==> config.mk <==
export PLATFORM = sky130hd
export DESIGN_NAME = shift_add_multiplier
export DESIGN_NICKNAME = d
export VERILOG_FILES = /design/src/rtl/shift_add_multiplier.sv
export SDC_FILE = /design/constraint.sdc
export NUM_CORES = 1
export LEC_CHECK = 0
export ABC_AREA = 1
export CORE_MARGIN = 4
export CORE_UTILIZATION = 50
export DETAILED_ROUTE_END_ITERATION = 8
export PLACE_DENSITY_LB_ADDON = 0.05
export SETUP_SLACK_MARGIN = 0.15
export SLEW_MARGIN = 10
export SYNTH_ARGS = -nofsm -noshare
export SYNTH_HDL_FRONTEND = slang
export SYNTH_SLANG_ARGS = --single-unit
==> constraint.sdc <==
create_clock -name clk -period 3 [get_ports clk]
set_input_delay 0.3 -clock clk [delete_from_list [all_inputs] [get_ports clk]]
set_output_delay 0.3 -clock clk [all_outputs]
set_load 0.005 [all_outputs]
==> src/rtl/shift_add_multiplier.sv <==
// Sequential unsigned shift-add multiplier: one partial product per clock,
// registered 2*WIDTH-bit product and a done flag (fp) held while in DONE.
module shift_add_multiplier #(
    parameter int WIDTH = 12,
    parameter int CNT_W = 4
) (
    input  logic                 clk,
    input  logic                 reset,
    input  logic [WIDTH-1:0]     x_parallel,
    input  logic [WIDTH-1:0]     y_parallel,
    input  logic                 fx,
    input  logic                 fy,
    output logic [2*WIDTH-1:0]   product,
    output logic                 fp
);

    typedef enum logic [1:0] {
        IDLE = 2'd0,
        LOAD = 2'd1,
        MULT = 2'd2,
        DONE = 2'd3
    } state_t;

    state_t               state_q, state_d;
    logic [WIDTH-1:0]     mcand_q, mcand_d;
    logic [WIDTH-1:0]     mplr_q, mplr_d;
    logic [WIDTH:0]       acc_q, acc_d;
    logic [CNT_W-1:0]     count_q, count_d;
    logic [2*WIDTH-1:0]   product_q, product_d;
    logic                 fp_q, fp_d;
    logic                 armed_q, armed_d;

    logic                 both_ready;
    logic                 start;
    logic [WIDTH:0]       addend;
    logic [WIDTH:0]       sum;
    logic [2*WIDTH:0]     shifted;

    assign both_ready = fx & fy;
    assign start      = (state_q == IDLE) & both_ready & armed_q;

    // acc_q[WIDTH] is always zero after the shift, so adding the full accumulator
    // equals adding its low WIDTH bits; the WIDTH+1-bit sum keeps the carry.
    assign addend  = mplr_q[0] ? {1'b0, mcand_q} : '0;
    assign sum     = acc_q + addend;
    assign shifted = {sum, mplr_q} >> 1;

    always_comb begin
        // NOTE: every *_d gets a default before the case so no path leaves a
        // variable unassigned, which would otherwise infer a latch.
        state_d   = state_q;
        mcand_d   = mcand_q;
        mplr_d    = mplr_q;
        acc_d     = acc_q;
        count_d   = count_q;
        product_d = product_q;
        armed_d   = armed_q;

        // Arming requires seeing the ready pair low once, so one assertion of
        // fx/fy produces exactly one multiplication.
        if (start)
            armed_d = 1'b0;
        else if (!both_ready)
            armed_d = 1'b1;

        case (state_q)
            IDLE: begin
                if (start)
                    state_d = LOAD;
            end
            LOAD: begin
                mcand_d = x_parallel;
                mplr_d  = y_parallel;
                acc_d   = '0;
                count_d = '0;
                state_d = MULT;
            end
            MULT: begin
                acc_d   = shifted[2*WIDTH:WIDTH];
                mplr_d  = shifted[WIDTH-1:0];
                count_d = count_q + CNT_W'(1);
                if (count_q == CNT_W'(WIDTH - 1)) begin
                    product_d = shifted[2*WIDTH-1:0];
                    state_d   = DONE;
                end
            end
            DONE: begin
                if (!both_ready)
                    state_d = IDLE;
            end
            default: state_d = IDLE;
        endcase

        fp_d = (state_q == DONE);
    end

    // NOTE: sequential state uses non-blocking assignments only, so every flop
    // samples the pre-edge value of every other flop regardless of ordering.
    // NOTE: there is no memory array here; every register, datapath included,
    // is cleared by reset so no stale product survives an abort.
    always_ff @(posedge clk or posedge reset) begin
        if (reset) begin
            state_q   <= IDLE;
            mcand_q   <= '0;
            mplr_q    <= '0;
            acc_q     <= '0;
            count_q   <= '0;
            product_q <= '0;
            fp_q      <= 1'b0;
            armed_q   <= 1'b0;
        end else begin
            state_q   <= state_d;
            mcand_q   <= mcand_d;
            mplr_q    <= mplr_d;
            acc_q     <= acc_d;
            count_q   <= count_d;
            product_q <= product_d;
            fp_q      <= fp_d;
            armed_q   <= armed_d;
        end
    end

    assign product = product_q;
    assign fp      = fp_q;

endmodule

==> results.cfg <==
[clock_network]
cts_setup_buffers = 0
root_buffer = clkbuf_8
cts.path.max_buffers = 2
post_cts_resized = 0
clock_latency_ps = 350
clkTransAtPathRegs_ps = 80
cts_sinks = 68
cts-buffers-inserted = 9
ctsHtreeMaxLevel = 3
cts_tree = yes
postCtsHoldBufs = 0

[critical_path]
required_ps = 3230
critPathKind = flop to flop
crit_cells = 11
slowest_stage = dfrtp_1
cpPeakStageDelay_ps = 550
reg2reg_depth = 11
arrival_ps = 2420
startpoint_type = flop
reg2reg_to = product[17]$_DFFE_PP0P_
r2r-start = mplr_q[0]$_DFFE_PP0P_
end_kind = flop
reg2reg_slack_ps = 810
path_buf_inv = 1
crit_chain = nand2_1 > inv_1 > ha_1 > fa_1 > nand2_1 > nand3_1 > nand3_1 > nand2_1 > or2_1 > nand3_1 > nand2_1
cp_max_fo = 13
critical-path-top-delay-family = simple AND/OR/NAND/NOR gates
cp_common_cell = nand2_1

[synth]
synth-seq-cells = 68
synth_edf_count = 0
avgSynthCellArea_um2 = 8.46
syn_inst = 404
synth_ff_type = dfrtp_1
yosysWarnings = 0
synth.net_count = 450
syn_area_um2 = 3420
synth_cell_types = 26
seq_area_frac_synth_pct = 49.8
synthArstFlopShare_pct = 100

[sta]
finalSetupViolCount = 0
timing.fmax_mhz = 456
max_slew_margin_pct = 57.4
whs_ps = 325
worst_slew_pin_slew_ps = 639
finalHoldViolations = 0
drv_slew = 0
finalCriticalPeriod_ps = 2190
rsz0062_at_grt = false
setup_tns_ps = 0
worst_clock_skew_ps = 9.48
period_share_pct = 73.0

[place]
portBuffers = 52
gp_congestion = 0.900
dp_hpwl_mm = 5.43

[outcome]
status = finished, final reports clean

[drt]
drtIter0Drc = 128
ant_nets = 0
dr.pass1.iters = 4
vias = 2765
drt_wl_total_mm = 7.40
drc_errors = 0
wire_per_inst_um = 13.6
vias_per_cell = 5.07

[global_routing]
grt_use_total_pct = 19.8
grt_pass1_wl_mm = 13.0
grt_max_degree = 44
grt_overflow = 0
antenna_found_initial = 0
grt_pass1_vias = 2695

[power_and_ir_drop]
vdd_ir_drop_max_v = 0.000476
p_per_area_nw_per_um2 = 906
p_leak_nw = 2.26

[die]
start_util_pct = 52.6
dieArea_um2 = 8220
num_rows = 29
coreArea_um2 = 6490
dieHeight_um = 90.7
die_w_um = 90.7
pin_count = 53

[final_layout]
fillCellCount = 562
fin_nets = 509
layout-drive-gt1-share_pct = 8.55
regArea_um2 = 1700
antenna_cells = 0
multi_input_area_um2 = 1450
syn_to_final_growth_pct = 25.7
final_common_cell = nand2_1
layout_common_cells = nand2_1 (142), dfrtp_1 (68), inv_1 (53)

[hold_path]
hp-class = input port to asynchronous set/reset pin

[run]
maxCapViolations = 0
[worst register-to-register path, cell delays in order, from the launching register on]
cell and delay, ps:
dfrtp_1 550, nand2_1 140, inv_1 50, ha_1 210
fa_1 430, nand2_1 90, nand3_1 110, nand3_1 90
nand2_1 70, or2_1 230, nand3_1 70, nand2_1 50
[sequential cells by signal, summed over array words and instances (netlist names)]
signal,cells
count_q,4
mplr_q,12
product,24
armed_q,1
mcand_q,12
acc_q,12
fp,1
state_q,2
[where the power goes]
part	internal [mW]	switching [mW]	total, mW	leakage (nW)
sequential	1.19	0.168	1.36	0.891
clock	0.557	0.366	0.924	0.120
combinational	0.623	0.983	1.61	1.24
total	2.37	1.52	3.89	2.26
[worst max path at each step]
stage | slack [ps] | to | startpoint
after floorplan | 960 | product[17]$_DFFE_PP0P_ | mplr_q[0]$_DFFE_PP0P_
after global placement | 910 | product[17]$_DFFE_PP0P_ | mplr_q[0]$_DFFE_PP0P_
after detailed placement | 810 | product[17]$_DFFE_PP0P_ | mplr_q[0]$_DFFE_PP0P_
after CTS | 810 | product[17]$_DFFE_PP0P_ | mplr_q[0]$_DFFE_PP0P_
after global routing | 540 | product[17]$_DFFE_PP0P_ | mplr_q[0]$_DFFE_PP0P_
final | 810 | product[17]$_DFFE_PP0P_ | mplr_q[0]$_DFFE_PP0P_
[cell usage after synthesis, types with 2 or more instances]
cell / n / area share (%)
nand2_1: 142 / 16
dfrtp_1: 68 / 50
inv_1: 54 / 5.9
o21ai_0: 24 / 3.5
nand3_1: 22 / 3.2
ha_1: 17 / 6.2
mux2_2: 12 / 4.0
nor2_1: 12 / 1.3
o221ai_1: 11 / 2.8
a21oi_1: 8 / 1.2
buf_2: 6 / 0.88
nand4_1: 5 / 0.92
xor2_1: 5 / 1.3
clkbuf_1: 4 / 0.44
inv_2: 2 / 0.22
nor3_1: 2 / 0.29
[routing by layer]
| metal | track usage (%) | up-vias | wire [um] |
|---|---|---|---|
| li1 | - | 1408 | - |
| met3 | 5.33 | 10 | 411 |
| met5 | 0 | - | 0 |
| met4 | 5.87 | 0 | 107 |
| met2 | 29.5 | 62 | 3210 |
| met1 | 28.3 | 1285 | 3670 |
[area by class of cell]
type | count | share of cell area (%)
clock inverter | 7 | 2.88
inverter | 56 | 4.90
multi-input combinational | 269 | 33.8
sequential | 68 | 39.6
clock buffer | 9 | 2.88
timing repair buffer | 59 | 13.6
tap | 77 | 2.24
[stage by stage]
step	total power [mW]	setup slack [ps]	utilization, %	instances	instance area [um2]
CTS	3.92	810	66.1	545	4290
finish	3.89	809	66.1	545	4290
global placement	2.94	909	62.3	529	4050
global route	4.23	537	66.1	545	4290
floorplan	2.53	965	-	404	3420
detailed placement	2.98	810	62.3	529	4050
[cells by family after synthesis]
| logic type | Yosys count | synth area share [%] |
|---|---|---|
| AND/OR/NAND/NOR | 188 | 22.4 |
| buffers and inverters | 67 | 7.69 |
| flip-flops | 68 | 49.8 |
| multiplexers | 12 | 3.95 |
| adder cells (fa/ha/maj) | 18 | 6.81 |
| XOR/XNOR | 5 | 1.28 |
| AO/OA/AOI/OAI | 46 | 8.06 |
Note: power is estimated with default switching activity, not from simulation.
